## src/rtl/hdmi_acr_pkg.sv

```systemverilog
// Shared HDMI Audio Clock Regeneration definitions: packet type, lock FSM
// encoding and subpacket field positions common to transmitter and receiver.
package hdmi_acr_pkg;

    localparam logic [7:0] ACR_PACKET_TYPE = 8'h01;
    localparam int         ACR_FIELD_W     = 20;

    typedef enum logic [1:0] {
        UNLOCKED  = 2'd0,
        ACQUIRING = 2'd1,
        LOCKED    = 2'd2
    } acr_lock_state_t;

    // Byte lanes inside a 56-bit subpacket (SB0 = [7:0] ... SB6 = [55:48]).
    localparam int CTS_HI_BIT  = 8;
    localparam int CTS_MID_BIT = 16;
    localparam int CTS_LO_BIT  = 24;
    localparam int N_HI_BIT    = 32;
    localparam int N_MID_BIT   = 40;
    localparam int N_LO_BIT    = 48;
    localparam int RSVD_CTS_BIT = 12;
    localparam int RSVD_N_BIT   = 36;

    function automatic logic [ACR_FIELD_W-1:0] acr_cts(input logic [55:0] sp);
        return {sp[CTS_HI_BIT +: 4], sp[CTS_MID_BIT +: 8], sp[CTS_LO_BIT +: 8]};
    endfunction

    function automatic logic [ACR_FIELD_W-1:0] acr_n(input logic [55:0] sp);
        return {sp[N_HI_BIT +: 4], sp[N_MID_BIT +: 8], sp[N_LO_BIT +: 8]};
    endfunction

endpackage

```

## src/rtl/audio_clock_regeneration_nco.sv

```systemverilog
// Fractional N/CTS accumulator producing the 128*fs strobe in the pixel clock
// domain. Held cleared whenever enable is low.
module audio_clock_regeneration_nco
    import hdmi_acr_pkg::*;
(
    input  logic                   clk_pixel,
    input  logic                   reset,
    input  logic                   enable,
    input  logic [ACR_FIELD_W-1:0] n,
    input  logic [ACR_FIELD_W-1:0] cts,
    output logic                   strobe
);

    logic [20:0] acc_q, acc_d;
    logic [21:0] sum;
    logic        strobe_q, strobe_d;

    // acc stays below CTS + tolerance and N < CTS, so one subtraction suffices.
    always_comb begin
        sum      = {1'b0, acc_q} + {2'b00, n};
        acc_d    = '0;
        strobe_d = 1'b0;
        if (enable) begin
            if (sum >= {2'b00, cts}) begin
                acc_d    = 21'(sum - {2'b00, cts});
                strobe_d = 1'b1;
            end else begin
                acc_d = sum[20:0];
            end
        end
    end

    always_ff @(posedge clk_pixel) begin
        if (reset) begin
            acc_q    <= '0;
            strobe_q <= 1'b0;
        end else begin
            acc_q    <= acc_d;
            strobe_q <= strobe_d;
        end
    end

    // Gating with enable kills a strobe already registered on the lock-exit cycle.
    assign strobe = strobe_q & enable;

endmodule

```

## src/rtl/audio_clock_regeneration_receiver.sv

```systemverilog
// Sink-side ACR receiver: validates ACR packets, tracks lock and regenerates
// the 128*fs enable. Optional fs strobe counter: ACR_RECEIVER_FS_STROBE_EN.
module audio_clock_regeneration_receiver
    import hdmi_acr_pkg::*;
#(
    parameter int LOCK_COUNT     = 3,
    parameter int CTS_TOLERANCE  = 2,
    parameter int TIMEOUT_CYCLES = 2_000_000
) (
    input  logic                   clk_pixel,
    input  logic                   reset,
    input  logic                   packet_valid,
    input  logic [23:0]            header,
    input  logic [55:0]            sub [3:0],
    output logic [ACR_FIELD_W-1:0] n_value,
    output logic [ACR_FIELD_W-1:0] cts_value,
    output logic                   acr_locked,
    output logic                   packet_error,
    output logic                   clk_audio_enable,
    output logic                   clk_audio_sample_enable,
    output acr_lock_state_t        lock_state
);

    localparam int TW = $clog2(TIMEOUT_CYCLES + 1);
    localparam int CW = $clog2(LOCK_COUNT + 1);
    localparam logic [TW-1:0] TIMER_LAST = TW'(TIMEOUT_CYCLES - 1);

    acr_lock_state_t        state_q;
    logic [CW-1:0]          match_cnt_q, match_cnt_d;
    logic [TW-1:0]          timer_q;
    logic [ACR_FIELD_W-1:0] n_q, cts_q, ref_n_q, ref_cts_q;
    logic                   packet_error_q;

    logic [ACR_FIELD_W-1:0] pkt_n, pkt_cts, cts_diff;
    logic is_candidate, subs_match, rsvd_set, values_bad;
    logic acr_accept, acr_reject, consistent, audio_en;

    assign pkt_n   = acr_n(sub[0]);
    assign pkt_cts = acr_cts(sub[0]);

    assign is_candidate = packet_valid && (header[7:0] == ACR_PACKET_TYPE);
    assign subs_match   = (sub[1][55:8] == sub[0][55:8]) &&
                          (sub[2][55:8] == sub[0][55:8]) &&
                          (sub[3][55:8] == sub[0][55:8]);
    assign rsvd_set     = (sub[0][RSVD_CTS_BIT +: 4] != 4'h0) ||
                          (sub[0][RSVD_N_BIT +: 4] != 4'h0);
    assign values_bad   = (pkt_n == '0) || (pkt_cts == '0) || (pkt_n >= pkt_cts);

    assign acr_reject = is_candidate && (!subs_match || rsvd_set || values_bad);
    assign acr_accept = is_candidate && !acr_reject;

    assign cts_diff   = (pkt_cts >= ref_cts_q) ? (pkt_cts - ref_cts_q) : (ref_cts_q - pkt_cts);
    assign consistent = (pkt_n == ref_n_q) && (cts_diff <= ACR_FIELD_W'(CTS_TOLERANCE));
    assign match_cnt_d = match_cnt_q + CW'(1);

    // Accepted packets take priority over timeout expiry in the same cycle.
    always_ff @(posedge clk_pixel) begin
        if (reset) begin
            state_q        <= UNLOCKED;
            match_cnt_q    <= '0;
            timer_q        <= '0;
            n_q            <= '0;
            cts_q          <= '0;
            ref_n_q        <= '0;
            ref_cts_q      <= '0;
            packet_error_q <= 1'b0;
        end else begin
            packet_error_q <= acr_reject;
            if (acr_accept) begin
                n_q     <= pkt_n;
                cts_q   <= pkt_cts;
                timer_q <= '0;
                unique case (state_q)
                    UNLOCKED: begin
                        state_q     <= (LOCK_COUNT <= 1) ? LOCKED : ACQUIRING;
                        match_cnt_q <= CW'(1);
                        ref_n_q     <= pkt_n;
                        ref_cts_q   <= pkt_cts;
                    end
                    ACQUIRING: begin
                        if (consistent) begin
                            match_cnt_q <= match_cnt_d;
                            if (match_cnt_d >= CW'(LOCK_COUNT)) state_q <= LOCKED;
                        end else begin
                            match_cnt_q <= CW'(1);
                            ref_n_q     <= pkt_n;
                            ref_cts_q   <= pkt_cts;
                        end
                    end
                    LOCKED: begin
                        if (!consistent) begin
                            state_q     <= ACQUIRING;
                            match_cnt_q <= CW'(1);
                            ref_n_q     <= pkt_n;
                            ref_cts_q   <= pkt_cts;
                        end
                    end
                    default: state_q <= UNLOCKED;
                endcase
            end else if (state_q != UNLOCKED) begin
                if (timer_q == TIMER_LAST) begin
                    state_q     <= UNLOCKED;
                    match_cnt_q <= '0;
                    timer_q     <= '0;
                end else begin
                    timer_q <= timer_q + TW'(1);
                end
            end
        end
    end

    audio_clock_regeneration_nco u_nco (
        .clk_pixel (clk_pixel),
        .reset     (reset),
        .enable    (state_q == LOCKED),
        .n         (n_q),
        .cts       (cts_q),
        .strobe    (audio_en)
    );

`ifdef ACR_RECEIVER_FS_STROBE_EN
    logic [6:0] fs_cnt_q;

    always_ff @(posedge clk_pixel) begin
        if (reset || state_q != LOCKED) begin
            fs_cnt_q <= '0;
        end else if (audio_en) begin
            fs_cnt_q <= fs_cnt_q + 7'd1;
        end
    end

    assign clk_audio_sample_enable = audio_en && (fs_cnt_q == 7'd127);
`else
    assign clk_audio_sample_enable = 1'b0;
`endif

    logic unused_ok;
    assign unused_ok = ^{header[23:8], sub[0][7:0], sub[1][7:0], sub[2][7:0], sub[3][7:0]};

    assign n_value          = n_q;
    assign cts_value        = cts_q;
    assign acr_locked       = (state_q == LOCKED);
    assign packet_error     = packet_error_q;
    assign clk_audio_enable = audio_en;
    assign lock_state       = state_q;

endmodule

```

## config.mk

```make
export PLATFORM = sky130hd
export DESIGN_NAME = audio_clock_regeneration_receiver
export DESIGN_NICKNAME = d
export VERILOG_FILES = /design/src/rtl/hdmi_acr_pkg.sv /design/src/rtl/audio_clock_regeneration_nco.sv /design/src/rtl/audio_clock_regeneration_receiver.sv
export SDC_FILE = /design/constraint.sdc
export NUM_CORES = 1
export LEC_CHECK = 0
export CAP_MARGIN = 20
export CORE_MARGIN = 10
export CORE_UTILIZATION = 25
export DETAILED_ROUTE_END_ITERATION = 16
export PLACE_DENSITY = 0.43
export SETUP_SLACK_MARGIN = 0.15
export SLEW_MARGIN = 0
export SYNTH_ARGS = -nofsm -noshare
export SYNTH_HDL_FRONTEND = slang
export SYNTH_HIERARCHICAL = 1
export SYNTH_SLANG_ARGS = --single-unit
```

## constraint.sdc

```tcl
create_clock -name clk_pixel -period 7.5 [get_ports clk_pixel]
set_input_delay 1.5 -clock clk_pixel [delete_from_list [all_inputs] [get_ports clk_pixel]]
set_output_delay 1.5 -clock clk_pixel [all_outputs]
set_load 0.01 [all_outputs]
```

==> Word-level counts from Yosys, hierarchy flattened <==
Index checks and enable logic that the tools add are counted.
{ "word_totals": {"romBits": 0, "in_bits": 251, "reg_bits": 128, "mem_bits_rw": 0, "latch_bits": 0, "n_memories": 0, "wordCells": 82} }
{ "classes": {"n_lt_le_gt_ge": 5, "n_shift": 0, "multipliers": 0, "n_bitwise": 2, "div": 0, "n_reduce_logical": 28, "addsub": 6, "eq_ne": 13, "mux": 18} }
{ "op_table": {"columns": ["op", "n"], "rows": [
  ["== test 48 bit", 3],
  ["case mux 20 bit (2 select lines)", 2],
  ["two-way mux 20 bit", 3],
  ["two-way mux 21 bit", 2],
  [">= comparator 20 bit", 2],
  ["logical NOT 20 bit", 2],
  ["subtractor 20 bit", 2],
  ["adder 21 x 20 -> 22 bit", 1],
  [">= comparator 22 x 20 -> 1 bit", 1],
  ["adder 21 x 1 -> 21 bit (second input constant)", 1],
  ["== test 21 bit (second input constant)", 1],
  ["subtractor 21 x 20 -> 21 bit", 1],
  ["== test 20 bit", 1],
  ["<= comparator 20 x 2 -> 1 bit (second input constant)", 1],
  ["two-way mux 2 bit", 8],
  ["case mux 2 bit (3 select lines)", 2],
  ["!= test 3 bit (second input constant)", 3],
  ["== test 8 x 1 -> 1 bit (second input constant)", 1],
  ["nonzero test 2 bit", 4],
  ["nonzero test 4 bit", 2],
  ["logical AND 1 bit", 6],
  ["OR reduction 2 bit", 3],
  ["logical OR 1 bit", 5],
  ["AND reduction 5 bit", 1],
  ["other kinds (13)", 14]
]} }

==> Longest topological paths before layout <==
Gate-level depths: netlist of run 1.
{ "depth": {"ltp_word": 11, "ltp_mapped": 20} }

==> By module <==
The synthesis of run 1 kept the hierarchy.
{ "by_module_without_submodules": {"columns": ["module", "seq_area_each_um2", "cells_each", "instances", "area_per_inst_um2"], "rows": [
  ["audio_clock_regeneration_receiver", 2122.0, 1270, 1, 9415.3],
  ["audio_clock_regeneration_nco", 440.4, 389, 1, 2892.8]
]} }

==> Least setup slack after synthesis of run 1 <==
Ideal clock, no wire load.
{ "synth_timing": {"kind": "input -> register", "startpoint": "input sub[26] (netlist bit)", "endpoint": "register ref_n_q[5]", "t_required_ns": 7.372, "path_slack_ns": 2.664, "setup_ns": 0.128, "arrival_ns": 4.709, "stages": 17, "cell_sequence": "clkbuf_1 -> inv_1 -> ha_1 -> clkbuf_1 -> nand3b_1 -> nand2_1 -> a41oi_1 -> o311ai_1 -> nor2_2 -> mux2i_1 -> a2111o_1 -> and3b_1 -> a41o_1 -> buf_6 -> buf_6 -> mux2i_1 -> nor2_1"} }
{ "synth_between": {"elab_chain_cells": 10} }
{ "synth_lines": {"columns": ["element", "line_no", "text"], "rows": [
  ["from (decl)", "audio_clock_regeneration_receiver.sv:14", "input logic [55:0] sub [3:0],"],
  ["branches (longest 9 deep; another with subtractor 20 bit)", null, null],
  ["AND reduction 3 bit (no line) (*)", null, null],
  ["to (signal assigned)", "audio_clock_regeneration_receiver.sv:77", "ref_n_q <= pkt_n;"],
  ["to (signal assigned)", "audio_clock_regeneration_receiver.sv:86", "ref_n_q <= pkt_n;"],
  ["to (signal assigned)", "audio_clock_regeneration_receiver.sv:94", "ref_n_q <= pkt_n;"],
  ["to (decl)", "audio_clock_regeneration_receiver.sv:31", "logic [ACR_FIELD_W-1:0] n_q, cts_q, ref_n_q, ref_cts_q;"]
]} }
Every way passes the cells marked *.
A chain may end at the register's enable or synchronous reset.

==> Worst setup path after layout of run 1 <==
{ "layout_timing": {"startpoint": "input sub[28] (netlist bit)", "endpoint": "register ref_n_q[13]"} }
Same word-level chain as after synthesis.

==> results of run 1 <==
==> state kept, by name, indices dropped and copies added, names as in the netlist <==
register        count
timer_q            21
u_nco/acc_q        21
cts_value          20
n_value            20
ref_cts_q          20
ref_n_q            20
lock_state          2
match_cnt_q         2
packet_error        1
u_nco/strobe_q      1
==> cell usage after synthesis, types with 5 or more instances <==
library cell,count
nor2_1,189
nand2_1,143
a21oi_1,133
dfxtp_1,128
inv_1,109
ha_1,105
xor2_1,76
clkbuf_1,62
xnor2_1,60
mux2i_1,54
o21ai_0,54
nand2b_1,48
nand4_1,48
nand3_1,40
nor4_1,33
nor3_1,31
and3_1,25
nor2b_1,23
a211oi_1,22
a21o_1,20
o21a_1,17
or3_1,14
o211ai_1,13
o22ai_1,13
a2111oi_0,12
o21bai_1,12
o2111ai_1,11
and2_1,10
o31ai_1,8
and4_1,7
nor3b_1,7
or2_2,7
nand4b_1,6
nor4b_1,6
or4_1,6
a211o_1,5
buf_6,5
inv_2,5
o21ai_1,5
o221ai_1,5
==> area by class of cell <==
| class | count | share of cell area, % |
|---|---|---|
| antenna | 1 | 0.0155 |
| clock buffer | 17 | 2.64 |
| clock inverter | 14 | 1.18 |
| inverter | 114 | 2.66 |
| multi-input combinational | 1342 | 55.7 |
| sequential | 128 | 15.9 |
| tap | 664 | 5.16 |
| timing repair buffer | 275 | 16.7 |
==> routing by layer <==
layer	vias up	track usage, %	routed length [microns]
met1	6271	27.7	29000
li1	6367	-	-
met2	556	30.0	25600
met5	-	0	55
met3	61	6.47	5700
met4	8	4.85	1070
==> per-stage QoR <==
stage          power (mW)  hold WS, ps
5_1_grt              2.12          500
3_3_place_gp         1.14          450
6_report             2.04          474
4_1_cts              2.06          472
3_5_place_dp         1.14          461
2_1_floorplan       0.889          438
==> power groups by stage <==
stage               combinational (mW)  clock [mW]  sequential, mW
global placement                 0.449           0           0.695
detailed placement               0.449           0           0.695
CTS                              0.451       0.925           0.680
finish                           0.459       0.901           0.680
floorplan                        0.194           0           0.695
global route                     0.486       0.955           0.679
==> placed cells by master (no fill, tap or decap), types with 20 or more instances in the layout <==
master             n
o21ai_0           54
buf_4             27
nand2b_1          48
dfxtp_1          128
nor2_1           189
xnor2_1           60
nand2_1          143
a21oi_1          133
a21o_1            20
nand4_1           48
ha_1             105
clkdlybuf4s50_1  246
nand3_1           40
mux2i_1           54
nor4_1            33
a211oi_1          22
nor3_1            31
inv_1            109
and3_1            25
nor2b_1           23
xor2_1            76
==> worst max path at each step <==
stage,depth (start not counted),from,slack [ps],end
after floorplan,17,sub[26],2660,ref_n_q[5]
after global placement,15,sub[28],1150,ref_n_q[5]
after detailed placement,15,sub[28],1110,ref_n_q[13]
after CTS,15,sub[28],1560,ref_n_q[13]
after global routing,15,sub[28],1120,ref_cts_q[5]
final,15,sub[28],1430,ref_n_q[13]
==> worst max-delay path, stage by stage <==
cell and delay [ps]:
clkdlybuf4s50_1 810, inv_1 190, ha_1 580, and2_1 290, a21boi_0 270, o31a_1 280
mux2_2 410, nor4_1 260, nand4_1 240, o21bai_1 380, and3b_1 220, a41o_2 290
buf_12 270, mux2i_1 250, nor2_1 50
==> kinds of logic after synthesis <==
kind of cell,count (synthesis),share of synthesized area [%]
AO/OA/AOI/OAI,379,20.3
other,1,0.0305
buffers and inverters,189,6.22
adder cells (fa/ha/maj),109,11.3
AND/OR/NAND/NOR,658,26.8
flip-flops,128,20.8
multiplexers,59,4.85
XOR/XNOR,136,9.68
==> results.py, run 1 <==
metrics = {
    "logic_synthesis": {
        "ys_types": 82,
        "synth_edf_count": 0,
        "syn_inst": 1659,
        "netlist_area_sq_um": 12300,
        "ys.flop_type": "dfxtp_1",
        "ys_seq_area_share_pct": 20.8,
        "ys_ff_latch": 128,
        "netlist.area_leader.share_pct": 20.8,
        "ys_async_sr_fraction_pct": 0,
        "synth.area.top_cells": "dfxtp_1, ha_1, nor2_1, a21oi_1, xor2_1",
        "synth_area_leader_cell": "dfxtp_1",
        "synth_warnings": 6,
        "synthesis.nets": 2019,
        "syn_area_per_cell_sq_um": 7.42,
    },
    "setup_path": {
        "reg2reg_from": "n_value[0]",
        "cp.required_ps": 7810,
        "start_kind": "input port",
        "r2r-end": "u_nco/acc_q[14]",
        "crit_fanout": 37,
        "arrival_ps": 6370,
        "r2r_cells": 17,
        "cp-end-kind": "register",
        "crit_type": "input port to register",
        "r2r_slack_ps": 2660,
    },
    "timing": {
        "drv_slew": 0,
        "setup_tns_ps": 0,
        "worst_pin_slew_ps": 1040,
        "setup_slack_ps": 1430,
        "slew-limit-headroom_pct": 29.1,
        "rsz0062_at_grt": "false",
        "finalSetupViolations": 0,
        "post-route-period-util_pct": 80.9,
        "hold_viol": 0,
        "fmax_mhz": 165,
        "min_period_ps": 6070,
        "clock_skew_ps": 7.58,
    },
    "floorplanning": {
        "die_area_sq_um": 58500,
        "ios": 297,
        "start_util_pct": 25.2,
        "coreArea_sq_um": 48800,
        "die_y_microns": 242,
        "rows": 81,
        "die_w_microns": 242,
    },
    "route": {
        "dr.pass1.iters": 6,
        "drt_drc_violations_left": 0,
        "vias": 13300,
        "wl_mm": 61.4,
        "routedWlPerCell_microns": 24.0,
        "ant_nets": 0,
        "vias_per_cell": 5.19,
        "drt_iter0_drc": 1170,
    },
    "grt": {
        "grt_pass1_vias": 12800,
        "antenna_found_initial": 5,
        "grt_pass1_wl_mm": 88.2,
        "globalRouteOverflowTotal": 0,
        "grt_use_total_pct": 20.2,
        "grt_max_degree": 79,
    },
    "pwr": {
        "intPower_mw": 1.43,
        "power_frac_comb_pct": 22.5,
        "power_switching_uw": 614,
        "pwr-share-clk_pct": 44.2,
        "p_per_area_nw_per_um2": 127,
        "p_seq_share_pct": 33.3,
        "sw_frac_of_total_pct": 30.1,
        "power.leakage_nw": 6.50,
        "ir_drop_mv": 0.176,
    },
    "cts": {
        "cts_resized": 0,
        "post_cts_buffers": 0,
        "htree_levels": 4,
        "numCtsBuffers": 17,
        "cts-root-buf": "clkbuf_16",
        "clkSinkCount": 128,
        "hold_buffers": 0,
        "clk_pin_slew_worst_paths_ps": 60,
        "clockBufferDepth": 2,
        "clk_latency_ps": 450,
        "cts_tree": "yes",
    },
    "min_path": {
        "hold_depth": 2,
        "holdCritStartpoint": "match_cnt_q[1]",
        "hold_class": "register to register",
        "worstHoldEndpoint": "match_cnt_q[1]",
    },
    "finish": {
        "seq_area_sq_um": 2560,
        "final_util_pct": 33.0,
        "syn2layout_area_growth_pct": 30.9,
        "multiInputGateArea_sq_um": 8980,
        "fin_cells": 2555,
        "fillers": 5332,
        "fin_area_sq_um": 16100,
        "fin_nets": 2238,
        "drive_gt1_share_pct": 4.55,
    },
    "place": {
        "io_buffers": 247,
        "dp.cells": 2523,
        "dpl_cell_area_sq_um": 15500,
        "routabilityCongestion": 0.994,
        "dp_hpwl_mm": 50.8,
        "place_ws_ps": 1110,
    },
    "outcome": {
        "outcome": "completed",
    },
    "job": {
        "drv_cap": 0,
    },
}
No activity file was read; power rests on OpenSTA's default activity.
==> inputs of run 2 (changes only) <==
--- a/config.mk
+++ b/config.mk
@@ -9,7 +9,7 @@
 export CORE_MARGIN = 10
 export CORE_UTILIZATION = 25
 export DETAILED_ROUTE_END_ITERATION = 16
-export PLACE_DENSITY = 0.43
+export PLACE_DENSITY = 0.45
 export SETUP_SLACK_MARGIN = 0.15
 export SLEW_MARGIN = 0
 export SYNTH_ARGS = -nofsm -noshare
==> constraint.sdc (replaced) <==
create_clock -name clk_pixel -period 5.15 [get_ports clk_pixel]
set_input_delay 1.03 -clock clk_pixel [delete_from_list [all_inputs] [get_ports clk_pixel]]
set_output_delay 1.03 -clock clk_pixel [all_outputs]
set_load 0.01 [all_outputs]
==> results.py, run 2 (synthesized netlist as in run 1, its figures left out) <==
metrics = {
    "finish": {
        "layout_commonest_cell": "clkdlybuf4s50_1",
        "top_regs": "timer_q x21, u_nco/acc_q x21",
        "layout_common_cells": "clkdlybuf4s50_1, nor2_1, buf_4",
        "fin_nets": 2373,
        "final_util_pct": 35.4,
        "fillers": 5258,
        "drive_gt1_share_pct": 11.4,
        "seq_area_sq_um": 2560,
        "syn2layout_area_growth_pct": 40.6,
        "fin_area_sq_um": 17300,
        "multiInputGateArea_sq_um": 9080,
    },
    "pwr": {
        "p_per_area_nw_per_um2": 173,
        "ir_drop_mv": 0.231,
        "power.leakage_nw": 7.19,
    },
    "floorplanning": {
        "die_area_sq_um": 58500,
        "rows": 81,
        "die_w_microns": 242,
        "ios": 297,
        "coreArea_sq_um": 48800,
        "die_y_microns": 242,
        "start_util_pct": 25.2,
    },
    "timing": {
        "slew-limit-headroom_pct": 33.1,
        "clock_skew_ps": 7.39,
        "setup_tns_ps": 0,
        "rsz0062_at_grt": "true",
        "worst_pin_slew_ps": 978,
        "drv_slew": 0,
        "finalSetupViolations": 0,
        "fmax_mhz": 204,
        "setup_slack_ps": 258,
        "post-route-period-util_pct": 95.0,
        "min_period_ps": 4890,
        "hold_viol": 0,
    },
    "route": {
        "vias_per_cell": 5.12,
        "vias": 13800,
        "ant_nets": 0,
        "routedWlPerCell_microns": 24.0,
        "drt_drc_violations_left": 0,
        "drt_iter0_drc": 1153,
        "wl_mm": 64.6,
        "dr.pass1.iters": 5,
    },
    "place": {
        "routabilityCongestion": 0.988,
        "io_buffers": 247,
        "dp_hpwl_mm": 53.6,
        "dpl_cell_area_sq_um": 16400,
        "place_ws_ps": -237,
    },
    "cts": {
        "clockBufferDepth": 2,
        "clkSinkCount": 128,
        "hold_buffers": 0,
        "htree_levels": 4,
        "cts-root-buf": "clkbuf_16",
        "clk_latency_ps": 440,
        "clk_pin_slew_worst_paths_ps": 60,
        "numCtsBuffers": 17,
        "cts_tree": "yes",
    },
    "outcome": {
        "outcome": "completed",
    },
    "min_path": {
        "worstHoldEndpoint": "match_cnt_q[1]",
        "holdCritStartpoint": "match_cnt_q[1]",
        "hold_depth": 2,
        "hold_class": "register to register",
    },
    "setup_path": {
        "crit_fanout": 7,
        "r2r_slack_ps": 320,
        "cp_num_buf_inv": 3,
        "reg2reg_from": "n_value[3]",
        "cp-end-kind": "register",
        "r2r-end": "u_nco/acc_q[17]",
        "critPathSlowestCell": "clkdlybuf4s50_1",
        "start_kind": "input port",
        "arrival_ps": 5180,
        "r2r_cells": 16,
        "critPathMaxStageDelay_ps": 640,
        "cp.required_ps": 5440,
        "crit_top_cell": "a21o_1",
        "path_cells": "clkdlybuf4s50_1 -> inv_1 -> ha_1 -> a21o_1 -> a21o_1 -> a211o_1 -> a2111oi_0 -> o21ai_1 -> and3_1 -> or4_4 -> o21bai_1 -> a41o_4 -> clkbuf_16 -> mux2i_2 -> nor2_1",
        "crit_type": "input port to register",
        "path_delay_family": "compound AO/OA/AOI/OAI gates",
    },
    "grt": {
        "globalRouteOverflowTotal": 0,
        "grt_max_degree": 86,
        "grt_pass1_vias": 13300,
        "grt_pass1_wl_mm": 91.1,
        "antenna_found_initial": 5,
        "grt_use_total_pct": 20.8,
    },
    "job": {
        "drv_cap": 0,
    },
}
[run 2: layer usage]
metal	up-vias	track usage [%]	wire (microns)
met5	-	0	56
met4	8	4.57	1040
met3	48	6.23	5180
met2	508	31.2	27200
met1	6560	28.6	31100
li1	6636	-	-
[run 2: how the worst max path moves through the flow]
stage	startpoint	end	slack, ps	cells past startpoint
2_1_floorplan	sub[26]	ref_n_q[5]	780	17
3_3_place_gp	sub[27]	ref_n_q[6]	-120	15
3_5_place_dp	sub[24]	ref_n_q[6]	-240	16
4_1_cts	sub[24]	ref_n_q[6]	210	16
5_1_grt	n_value[1]	u_nco/acc_q[17]	90	16
6_report	sub[17]	ref_cts_q[18]	260	15
[run 2: timing repair]
item | in CTS | in global routing
endpoints found under the setup margin | 0 | 56
hold endpoints to repair | 0 | 0
buffers inserted | 0 | 6
gates resized for setup | 0 | 22
[run 2: worst register-to-register path: cells and delay by family (launching register included)]
kind,cells,cell delay [ps]
flip-flops,1,340
adder cells (fa/ha/maj),2,770
XOR/XNOR,1,120
AO/OA/AOI/OAI,9,2330
AND/OR/NAND/NOR,4,1180
[run 2: power by group]
part | switching, mW | internal (mW)
clock | 0.509 | 0.740
combinational | 0.412 | 0.344
sequential | 0.00000274 | 0.990
[run 2: per-stage QoR]
step / total power [mW] / hold slack, ps / std cells
3_5_place_dp: 1.74 / 467 / 2645
2_1_floorplan: 1.29 / 438 / 1659
4_1_cts: 3.00 / 482 / 2676
6_report: 2.99 / 478 / 2690
5_1_grt: 3.11 / 486 / 2690
3_3_place_gp: 1.74 / 455 / 2645
[run 2: layout make-up]
class / count / share of cell area (%)
antenna: 1 / 0.0145
clock buffer: 20 / 2.64
clock inverter: 11 / 0.759
inverter: 114 / 2.47
multi-input combinational: 1343 / 52.5
sequential: 128 / 14.8
tap: 664 / 4.80
timing repair buffer: 409 / 22.0
==> inputs of run 3 (changes only) <==
--- a/config.mk
+++ b/config.mk
@@ -6,8 +6,9 @@
 export NUM_CORES = 1
 export LEC_CHECK = 0
 export CAP_MARGIN = 20
-export CORE_MARGIN = 10
+export CORE_MARGIN = 3
 export CORE_UTILIZATION = 25
+export CTS_CLUSTER_DIAMETER = 100
 export DETAILED_ROUTE_END_ITERATION = 16
 export PLACE_DENSITY = 0.45
 export SETUP_SLACK_MARGIN = 0.15
==> results.py, run 3 (synthesized netlist as in run 1, its figures left out) <==
metrics = {
    "timing": {
        "min_period_ps": 4880,
        "worst_pin_slew_ps": 1030,
        "fmax_mhz": 205,
        "setup_tns_ps": 0,
        "rsz0062_at_grt": "true",
        "drv_slew": 0,
        "whs_ps": 475,
        "clock_skew_ps": 12.5,
        "slew-limit-headroom_pct": 31.4,
        "hold_viol": 0,
        "post-route-period-util_pct": 94.8,
        "finalSetupViolations": 0,
    },
    "route": {
        "routedWlPerCell_microns": 23.0,
        "vias_per_cell": 5.12,
        "drt_iter0_drc": 1229,
        "ant_nets": 0,
        "vias": 13800,
        "wl_mm": 62.0,
        "drt_drc_violations_left": 0,
        "dr.pass1.iters": 6,
    },
    "finish": {
        "top_regs": "timer_q x21, u_nco/acc_q x21",
        "syn2layout_area_growth_pct": 41.6,
        "fin_nets": 2387,
        "layout_commonest_cell": "clkdlybuf4s50_1",
        "fillers": 5047,
        "drive_gt1_share_pct": 11.8,
        "layout_common_cells": "clkdlybuf4s50_1, nor2_1, buf_4",
    },
    "grt": {
        "grt_max_degree": 86,
        "antenna_found_initial": 3,
        "globalRouteOverflowTotal": 0,
        "grt_pass1_wl_mm": 87.5,
        "grt_use_total_pct": 22.6,
        "grt_pass1_vias": 13000,
    },
    "pwr": {
        "power_switching_uw": 936,
        "ir_drop_mv": 0.170,
        "p_per_area_nw_per_um2": 182,
        "power_frac_comb_pct": 23.8,
        "intPower_mw": 2.24,
        "sw_frac_of_total_pct": 29.5,
        "power.leakage_nw": 7.27,
        "p_seq_share_pct": 31.2,
        "pwr-share-clk_pct": 45.0,
    },
    "outcome": {
        "outcome": "completed",
    },
    "place": {
        "dp_hpwl_mm": 51.2,
        "routabilityCongestion": 0.941,
        "io_buffers": 247,
    },
    "min_path": {
        "hold_class": "register to register",
    },
    "setup_path": {
        "crit_type": "input port to register",
        "crit_fanout": 17,
        "cp.required_ps": 5440,
        "critPathMaxStageDelay_ps": 540,
        "cp-end-kind": "register",
        "arrival_ps": 5170,
        "path_cells": "clkdlybuf4s50_1 -> inv_2 -> ha_1 -> and2_1 -> a22o_1 -> a311o_1 -> a211oi_1 -> buf_4 -> o21ai_1 -> a211o_1 -> a31oi_2 -> xor2_1 -> a41o_4 -> clkbuf_16 -> mux2i_1 -> nor2_1",
        "start_kind": "input port",
        "critPathSlowestCell": "clkdlybuf4s50_1",
    },
    "cts": {
        "clkSinkCount": 128,
        "clk_pin_slew_worst_paths_ps": 70,
        "htree_levels": 4,
        "cts_tree": "yes",
        "clockBufferDepth": 2,
        "numCtsBuffers": 17,
        "cts-root-buf": "clkbuf_16",
        "clk_latency_ps": 450,
    },
    "floorplanning": {
        "coreArea_sq_um": 48100,
        "start_util_pct": 25.6,
        "die_y_microns": 228,
        "rows": 80,
        "die_w_microns": 228,
        "ios": 297,
        "die_area_sq_um": 51900,
    },
    "job": {
        "drv_cap": 0,
    },
}
-- run 3: cell types whose count changed in the layout (fill, tap and decap cells not counted), moves of 2 or more --
cell       before  now
buf_4         151  170
buf_6           3    0
bufinv_16       2    5
a211oi_1       19   21
a211oi_2        3    1
o21ai_0        52   54
o21ai_1         7    5
-- run 3: area by class of cell --
type,instances,area (sq um),area share (%)
Antenna cell,1,2.50,0.0144
Clock buffer,20,467,2.68
Clock inverter,12,204,1.17
Inverter,114,428,2.46
Multi-Input combinational cell,1343,9060,52.0
Sequential cell,128,2560,14.7
Tap cell,656,821,4.71
Timing Repair Buffer,423,3880,22.2
-- run 3: power groups by stage --
stage	combinational, mW	clock [mW]	sequential (mW)
final	0.756	1.43	0.990
after global routing	0.799	1.50	0.989
after CTS	0.742	1.46	0.990
after detailed placement	0.737	0	1.01
after global placement	0.739	0	1.01
after floorplan	0.283	0	1.01
-- run 3: path summary, 6_finish.rpt --
kind	start	end	slack, ps	cells after the start
worst max-delay path	sub[27]	ref_cts_q[6]	270	16
worst min-delay path	match_cnt_q[1]	match_cnt_q[1]	470	2
worst max register to register	n_value[0]	u_nco/acc_q[9]	540	19
worst min register to register	match_cnt_q[1]	match_cnt_q[1]	470	2
-- run 3: layer usage --
layer,GRT usage [%],share of wire (%)
met1,31.6,47
met2,33.9,42
met3,6.50,8.4
met4,6.08,2.3
met5,0,0.044
-- run 3: repair_timing --
item,4_1_cts,5_1_grt
hold buffers,0,0
setup endpoints to repair,0,61
resized for setup,0,14
setup buffers,0,2
-- run 3: critical path, delay by kind of cell --
family,cells,cell delay (ps)
buffers and inverters,4,1060
XOR/XNOR,1,300
AND/OR/NAND/NOR,2,270
multiplexers,1,200
adder cells (fa/ha/maj),1,380
AO/OA/AOI/OAI,7,1930
-- run 3: through the flow --
| stage | power (mW) | setup slack (ps) | util [%] | instances | area, sq um |
|---|---|---|---|---|---|
| floorplan | 1.29 | 784 | - | 1659 | 12300 |
| global placement | 1.75 | -222 | 34.5 | 2659 | 16600 |
| detailed placement | 1.75 | -237 | 34.5 | 2659 | 16600 |
| CTS | 3.19 | 179 | 35.9 | 2691 | 17300 |
| global route | 3.29 | 107 | 36.2 | 2697 | 17400 |
| finish | 3.18 | 269 | 36.2 | 2697 | 17400 |
